File: config.mk
export PLATFORM = sky130hd
export DESIGN_NAME = fifo_burst_reader
export DESIGN_NICKNAME = d
export VERILOG_FILES = /design/src/rtl/fifo_burst_reader.sv
export SDC_FILE = /design/constraint.sdc
export NUM_CORES = 1
export LEC_CHECK = 0
export ABC_AREA = 1
export CAP_MARGIN = 10
export CELL_PAD_IN_SITES_DETAIL_PLACEMENT = 1
export CELL_PAD_IN_SITES_GLOBAL_PLACEMENT = 2
export CORE_ASPECT_RATIO = 0.6
export CORE_MARGIN = 2
export CORE_UTILIZATION = 34
export CTS_BUF_LIST = sky130_fd_sc_hd__clkbuf_4
export DETAILED_ROUTE_END_ITERATION = 7
export PLACE_DENSITY = 0.95
export SLEW_MARGIN = 5
export SYNTH_ARGS = -nofsm -noshare
export SYNTH_HDL_FRONTEND = slang
export SYNTH_SLANG_ARGS = --single-unit
export TNS_END_PERCENT = 5
File: constraint.sdc
create_clock -name clk -period 3.2 [get_ports clk]
set_input_delay 0.8 -clock clk [delete_from_list [all_inputs] [get_ports clk]]
set_output_delay 0.8 -clock clk [all_outputs]
set_load 0.02 [all_outputs]
File: src/rtl/fifo_burst_reader.sv
`default_nettype none
// ============================================================================
//  Module      : fifo_burst_reader
//  Description : Pop-side controller for a registered-output FIFO. Waits for
//                a full burst (or a flush request), pops the burst words, and
//                presents them on a valid/ready stream with a last-word
//                marker. A 2-entry skid buffer absorbs the FIFO's one-cycle
//                read latency so an always-ready consumer receives one word
//                per cycle.
//  Ports       :
//    clk           in   system clock, rising edge
//    rst_n         in   asynchronous reset, active low
//    fifo_rd_en    out  FIFO pop request (combinational)
//    fifo_rd_data  in   FIFO registered read data, valid the cycle after rd_en
//    fifo_empty    in   FIFO empty flag
//    fifo_count    in   FIFO occupancy
//    flush         in   single-cycle request to drain a partial burst
//    m_valid       out  stream word valid
//    m_data        out  stream word
//    m_last        out  final word of the burst
//    m_ready       in   consumer accept
//    busy          out  high whenever the controller is not idle
//    burst_done    out  one-cycle pulse when a burst completes
//  Revision    : 1.0 - initial release
// ============================================================================
module fifo_burst_reader #(
  parameter int BIT_WIDTH = 32,
  parameter int CNT_WIDTH = 12,
  parameter int BURST_LEN = 16
) (
  input  logic                 clk,
  input  logic                 rst_n,
  output logic                 fifo_rd_en,
  input  logic [BIT_WIDTH-1:0] fifo_rd_data,
  input  logic                 fifo_empty,
  input  logic [CNT_WIDTH:0]   fifo_count,
  input  logic                 flush,
  output logic                 m_valid,
  output logic [BIT_WIDTH-1:0] m_data,
  output logic                 m_last,
  input  logic                 m_ready,
  output logic                 busy,
  output logic                 burst_done
);

  typedef enum logic [1:0] {
    ST_IDLE  = 2'd0,
    ST_RUN   = 2'd1,
    ST_DRAIN = 2'd2
  } state_t;

  localparam logic [CNT_WIDTH:0] c_burst_len = BURST_LEN[CNT_WIDTH:0];
  localparam logic [CNT_WIDTH:0] c_one       = {{CNT_WIDTH{1'b0}}, 1'b1};

  state_t                r_state;
  logic [CNT_WIDTH:0]    r_len;
  logic [CNT_WIDTH:0]    r_issued;
  logic                  r_flush_pending;

  // Read pipeline: one word in flight between rd_en and the FIFO's data output.
  logic                  r_inflight;
  logic                  r_inflight_last;

  // Second skid entry; the head entry is the registered stream output itself.
  logic                  r_sk_valid;
  logic [BIT_WIDTH-1:0]  r_sk_data;
  logic                  r_sk_last;

  logic                  w_pop;
  logic [1:0]            w_occ;
  logic [2:0]            w_level;
  logic                  w_rd_en;
  logic                  w_issue_last;
  logic [CNT_WIDTH:0]    w_flush_len;

  assign w_pop   = m_valid & m_ready;
  assign w_occ   = {1'b0, m_valid} + {1'b0, r_sk_valid};

  // Occupancy the skid buffer will have after this edge, excluding any word
  // issued now. Issuing only when this is below 2 guarantees a free slot
  // when the issued word arrives.
  assign w_level = {1'b0, w_occ} + {2'b00, r_inflight} - {2'b00, w_pop};

  assign w_issue_last = (r_issued == (r_len - c_one));

  assign w_rd_en = (r_state == ST_RUN) && !fifo_empty &&
                   (r_issued < r_len) && (w_level < 3'd2);

  assign fifo_rd_en = w_rd_en;

  assign w_flush_len = (fifo_count > c_burst_len) ? c_burst_len : fifo_count;

  // --------------------------------------------------------------------------
  // Burst control state machine
  // --------------------------------------------------------------------------
  always_ff @(posedge clk or negedge rst_n) begin
    if (!rst_n) begin
      r_state         <= ST_IDLE;
      r_len           <= '0;
      r_issued        <= '0;
      r_flush_pending <= 1'b0;
      busy            <= 1'b0;
      burst_done      <= 1'b0;
    end else begin
      burst_done <= 1'b0;
      case (r_state)
        ST_IDLE: begin
          if (fifo_count >= c_burst_len) begin
            r_state         <= ST_RUN;
            busy            <= 1'b1;
            r_len           <= c_burst_len;
            r_issued        <= '0;
            r_flush_pending <= 1'b0;
          end else if (r_flush_pending && !fifo_empty) begin
            r_state         <= ST_RUN;
            busy            <= 1'b1;
            r_len           <= w_flush_len;
            r_issued        <= '0;
            r_flush_pending <= 1'b0;
          end else if (fifo_empty) begin
            // Nothing to drain: a pending flush is satisfied.
            r_flush_pending <= 1'b0;
          end
        end
        ST_RUN: begin
          if (w_rd_en) begin
            r_issued <= r_issued + c_one;
            if (w_issue_last) begin
              r_state <= ST_DRAIN;
            end
          end
        end
        ST_DRAIN: begin
          if (!r_inflight && (w_occ == 2'd0)) begin
            r_state    <= ST_IDLE;
            busy       <= 1'b0;
            burst_done <= 1'b1;
          end
        end
        default: begin
          r_state <= ST_IDLE;
          busy    <= 1'b0;
        end
      endcase
      // A new flush request wins over a same-cycle clear so it is never lost.
      if (flush) begin
        r_flush_pending <= 1'b1;
      end
    end
  end

  // --------------------------------------------------------------------------
  // Read pipeline and 2-entry skid buffer
  // --------------------------------------------------------------------------
  always_ff @(posedge clk or negedge rst_n) begin
    if (!rst_n) begin
      r_inflight      <= 1'b0;
      r_inflight_last <= 1'b0;
      r_sk_valid      <= 1'b0;
      r_sk_data       <= '0;
      r_sk_last       <= 1'b0;
      m_valid         <= 1'b0;
      m_data          <= '0;
      m_last          <= 1'b0;
    end else begin
      r_inflight <= w_rd_en;
      // Words return in issue order, so the last tag is decided at issue.
      if (w_rd_en) begin
        r_inflight_last <= w_issue_last;
      end

      if (w_pop) begin
        if (r_sk_valid) begin
          m_data <= r_sk_data;
          m_last <= r_sk_last;
          if (r_inflight) begin
            r_sk_data <= fifo_rd_data;
            r_sk_last <= r_inflight_last;
          end else begin
            r_sk_valid <= 1'b0;
          end
        end else if (r_inflight) begin
          m_data <= fifo_rd_data;
          m_last <= r_inflight_last;
        end else begin
          m_valid <= 1'b0;
          m_last  <= 1'b0;
        end
      end else if (r_inflight) begin
        if (!m_valid) begin
          m_valid <= 1'b1;
          m_data  <= fifo_rd_data;
          m_last  <= r_inflight_last;
        end else begin
          r_sk_valid <= 1'b1;
          r_sk_data  <= fifo_rd_data;
          r_sk_last  <= r_inflight_last;
        end
      end
    end
  end

endmodule
`default_nettype wire

# ---- Word-level counts from Yosys, hierarchy flattened
# Cells that the tools add are included.
dict set report word_totals {
  elab_cells 115
  regBits 101
  output_inout_bits 37
}
dict set report classes {
  eq_ne 12
  reduce_logical 26
  bitwise_logic 2
  n_lt_le_gt_ge 4
  addsub 5
  muxes 52
}
# cell count
set ops {}
lappend ops {{two-way mux 32 bit} 9}
lappend ops {{two-way mux 13 bit} 6}
lappend ops {{two-way mux 1 bit} 29}
lappend ops {{one-hot mux 13 bit (2 select lines)} 1}
lappend ops {{inequality test 2 bit (second input constant)} 7}
lappend ops {{adder 13 x 1 -> 13 bit (second input constant)} 1}
lappend ops {{equality test 13 bit} 1}
lappend ops {{greater-or-equal comparator 13 x 5 -> 1 bit (second input constant)} 1}
lappend ops {{greater-than comparator 13 x 5 -> 1 bit (second input constant)} 1}
lappend ops {{< comparator 13 bit} 1}
lappend ops {{subtractor 13 x 1 -> 13 bit (second input constant)} 1}
lappend ops {{AND reduction 3 bit} 4}
lappend ops {{nonzero test 2 bit} 6}
lappend ops {{two-way mux 2 bit} 5}
lappend ops {{AND reduction 2 bit} 4}
lappend ops {{AND reduction 4 bit} 2}
lappend ops {{one-hot mux 2 bit (3 select lines)} 1}
lappend ops {{logical AND 1 bit} 5}
lappend ops {{zero test 2 bit} 2}
lappend ops {{nonzero test 4 bit} 1}
lappend ops {{adder 2 x 1 -> 3 bit} 1}
lappend ops {{< comparator 3 x 2 -> 1 bit (second input constant)} 1}
lappend ops {{inequality test 3 bit (second input constant)} 1}
lappend ops {{one-hot mux 1 bit (3 select lines)} 1}
lappend ops {{8 further kinds} 9}

# ---- Depth between registers and ports, before layout
dict set report logic_depth {
  depth_word 7
  mapped_depth 13
  ltp_nobuf 13
}

# ---- Least setup slack after synthesis
# Ideal clock, no wire load.
dict set report synth_timing {
  path_kind {in2out}
  from {in m_ready}
  to {out fifo_rd_en}
  stages 9
  n_path_buf 1
  required_ns 2.400
  path_slack_ns -0.019
  t_arrival_ns 2.419
  path_cell_list {nand2_1 -> inv_2 -> clkbuf_1 -> ha_1 -> nor2_1 -> ha_1 -> a21oi_1 -> nand4_4 -> inv_1}
}
dict set report synth_via {
  elab_chain_cells 4
}
# element line
set synth_lines {}
lappend synth_lines {{from (decl)} 41} ;# input logic m_ready,
lappend synth_lines {{bitwise AND 1 bit} 76} ;# assign w_pop = m_valid & m_ready;
lappend synth_lines {{subtractor 3 x 1 -> 3 bit} 82} ;# assign w_level = {1'b0, w_occ} + {2'b00, r_inflight} - {2'b00, w_pop};
lappend synth_lines {{< comparator 3 x 2 -> 1 bit} 87} ;# (r_issued < r_len) && (w_level < 3'd2);
lappend synth_lines {{logical AND 1 bit} 87}
lappend synth_lines {{to (decl)} 33} ;# output logic fifo_rd_en,
# No other way between the ends.

# ---- Final worst setup path
dict set report layout_timing {
  from {reg r_sk_valid}
  to {out fifo_rd_en}
}
dict set report layout_via {
  elab_chain_cells 5
}
# element line
set layout_lines {}
lappend layout_lines {{from (decl)} 65} ;# logic r_sk_valid;
lappend layout_lines {{from (signal assigned)} 159} ;# r_sk_valid <= 1'b0;
lappend layout_lines {{from (signal assigned)} 180} ;# r_sk_valid <= 1'b0;
lappend layout_lines {{from (signal assigned)} 195} ;# r_sk_valid <= 1'b1;
lappend layout_lines {{adder 1 x 1 -> 2 bit} 77} ;# assign w_occ = {1'b0, m_valid} + {1'b0, r_sk_valid};
lappend layout_lines {{adder 2 x 1 -> 3 bit} 82}
lappend layout_lines {{subtractor 3 x 1 -> 3 bit} 82}
lappend layout_lines {{< comparator 3 x 2 -> 1 bit} 87}
lappend layout_lines {{logical AND 1 bit} 87}
# No other way between the ends.

==> out/metrics.cfg <==
[logic_synthesis]
netlist_instances=608
synthFlopType=dfrtp_1
synth_edf_count=0
synth_top_area_share_pct=47.22
async_flop_share_pct=100.0
synthTopCellsByArea=dfrtp_1, a21oi_1, mux2_2
syn-cell-area_sq_mm=0.005353
yosys.area.top_type=dfrtp_1
ys_seq_area_share_pct=47.22
synthDistinctLibCells=30
synth-seq-cells=101
synth_area_per_cell_sq_um=8.804
synth_warnings=0
synth_fp_nets=677

[global_routing]
grt_pass1_vias=5064
grt_antenna_before_repair=0
overflow=0
grt.met3_usage_pct=4.220
grtUsageMet2_pct=31.47
grt_util_met1_pct=28.74
grt_pass1_wl_um=26500
top_usage_layer=met2
grt_max_degree=66
grt_usage_pct=19.79

[die]
dieHeight_um=101.2
design.die.area_sq_mm=0.01680
rows=35
top_level_ports=87
core-area_sq_mm=0.01537
start_util_pct=34.82
die_x_um=166.0

[sta]
setup_violations=0
slew_headroom_pct=54.09
fin_setup_tns_ns=0
hold_violations=0
fin_crit_ns=3.144
slew_viol_final=0
max_freq_mhz=318.0
rsz0062_at_grt=yes
finClkSkew_ns=0.02423
finalCritPeriodShare_pct=98.26
worstMarginPinSlew_ns=0.6876

[cts]
cts_tree=built
clock_path_buffers=2
cts_num_sinks=101
h-tree-depth=3
path_clk_slew_ns=0.18
root_buffer=clkbuf_4
cts_buffers=9
clk_latency_ns=0.48
hold_buffers=0

[layout]
nets=780
post_route_cells_drive_above_1_share_pct=16.20
antenna_cells=0
syn_to_final_growth_pct=26.48
fin_area_sq_mm=0.006770
final_util_pct=44.05

[place]
gp_congestion=0.8362
place.detailed.hpwl_um=12100
place_area_sq_mm=0.006549
port_buffers=86

[route]
first_iter_violations=239
drc_errors=0
first_pass_iters=4
postRouteWirelength_um=16150
num_vias=4704
vias_per_cell=5.119
ant_nets=0
wl_per_cell_um=17.57

[pwr]
ir_drop_mv=0.4870
power_density_mw_per_mm2=882.0
finalPower_mw=5.971
leakage_nw=3.050

[worst_setup_path]
critPathCaptureType=output port
worstPathRequired_ns=2.40
critPathKind=reg2out
cp.arrival_ns=2.34
crit_path_start_kind=register
crit_fanout=2

[hold_path]
hp-class=in2async

[run_status]
status=complete, no violations

[flow_run]
max_cap_viol_count=0

==> routing by layer <==
metal / wire, um / share of wire, % / up-vias
li1: - / - / 2230
met2: 7231 / 45 / 92
met1: 8071 / 50 / 2371
met5: 0 / 0 / -
met3: 716 / 4.4 / 11
met4: 126 / 0.78 / 0
==> kinds of logic (layout without fill, tap and decap cells) <==
group	Yosys count	count (layout)	synth area share, %
AOI/OAI and AO/OA	107	107	11.08
xor gates and xnor gates	18	18	2.945
adders and majority gates	19	19	4.441
buffers and inverters	76	184	5.984
DFF	101	101	47.22
muxes	32	32	6.732
and+or+nand+nor	255	255	21.60
==> final cells by class <==
cell class              instances  area (sq um)
clock buffers                   9         67.56
inverters                      53         198.9
flip-flops and latches        101          2527
multi-input cells             431          2542
well taps                     203         254.0
fillers                      1791          8601
clock inverters                 7         78.83
repair buffers                115          1101
==> stage by stage <==
step | cells | hold slack (ns) | setup slack (ns)
2_1_floorplan | 608 | 0.4479 | 0.06726
3_3_place_gp | 898 | 0.4674 | -0.7136
3_5_place_dp | 898 | 0.4744 | -0.7697
4_1_cts | 915 | 0.2503 | 0.01413
5_1_grt | 919 | 0.2420 | -0.06348
6_report | 919 | 0.2435 | 0.05557
==> report_power, final <==
| group | leakage (nW) | switching (mW) | total (mW) | internal (mW) |
|---|---|---|---|---|
| logic | 1.75 | 1.81 | 3.15 | 1.34 |
| registers | 1.22 | 0.321 | 2.09 | 1.77 |
| clock network | 0.0822 | 0.482 | 0.734 | 0.251 |
| total | 3.05 | 2.61 | 5.97 | 3.36 |
==> state kept, by name (all words and copies together), names as in the netlist, 2 cells and up <==
name       cells
m_data        32
r_sk_data     32
r_issued      13
r_len         13
r_state        2
==> cells in the final DEF (no fill, tap or decap), types with 17 or more instances in the layout <==
| master | instances |
|---|---|
| a21oi_1 | 73 |
| buf_4 | 28 |
| clkdlybuf4s50_1 | 83 |
| dfrtp_1 | 101 |
| ha_1 | 17 |
| inv_1 | 46 |
| mux2_2 | 32 |
| nand2_1 | 84 |
| nand3_1 | 62 |
| nor2_1 | 76 |
==> cell usage after synthesis, types with 3 or more instances <==
| cell type | number |
|---|---|
| dfrtp_1 | 101 |
| nand2_1 | 85 |
| nor2_1 | 77 |
| a21oi_1 | 75 |
| nand3_1 | 62 |
| inv_1 | 50 |
| mux2_2 | 32 |
| ha_1 | 19 |
| o21ai_0 | 15 |
| xor2_1 | 14 |
| o21ai_2 | 13 |
| buf_2 | 10 |
| clkbuf_1 | 10 |
| nor3_1 | 10 |
| nand4_1 | 5 |
| xnor2_1 | 4 |
| buf_6 | 3 |
| inv_2 | 3 |
| nand3b_1 | 3 |
| nor2_4 | 3 |
==> worst paths after layout <==
check                                                  from                     endpoint  slack, ns  depth (start not counted)
worst max-delay path                 r_sk_valid$_DFFE_PN0P_                   fifo_rd_en       0.06                         10
worst min-delay path                                  rst_n  r_flush_pending$_DFFE_PN0P_       0.24                          1
worst max register to register       r_sk_valid$_DFFE_PN0P_      r_issued[2]$_DFFE_PN0P_       0.82                         12
worst min register to register  r_inflight_last$_DFFE_PN0P_  r_inflight_last$_DFFE_PN0P_       0.51                          2
max in group asynchronous                             rst_n    r_sk_data[24]$_DFFE_PN0P_       2.20                          2
min in group clk                r_inflight_last$_DFFE_PN0P_  r_inflight_last$_DFFE_PN0P_       0.51                          2
==> worst max-delay path: stages, from the launching register on <==
cell and delay (ns):
dfrtp_1 0.41, inv_2 0.07, ha_4 0.26, inv_2 0.04, ha_4 0.15, xor2_1 0.16, ha_1 0.30, a21oi_2 0.16
nand4_4 0.10, inv_2 0.10, buf_6 0.12
==> repair_timing <==
item / 4_1_cts / 5_1_grt
gates cloned: 0 / 0
pin swaps: 5 / 1
endpoints found under the setup margin: 1 / 1
resized for setup: 13 / 5
setup buffers: 1 / 4
No activity file was read; power rests on OpenSTA's default activity.
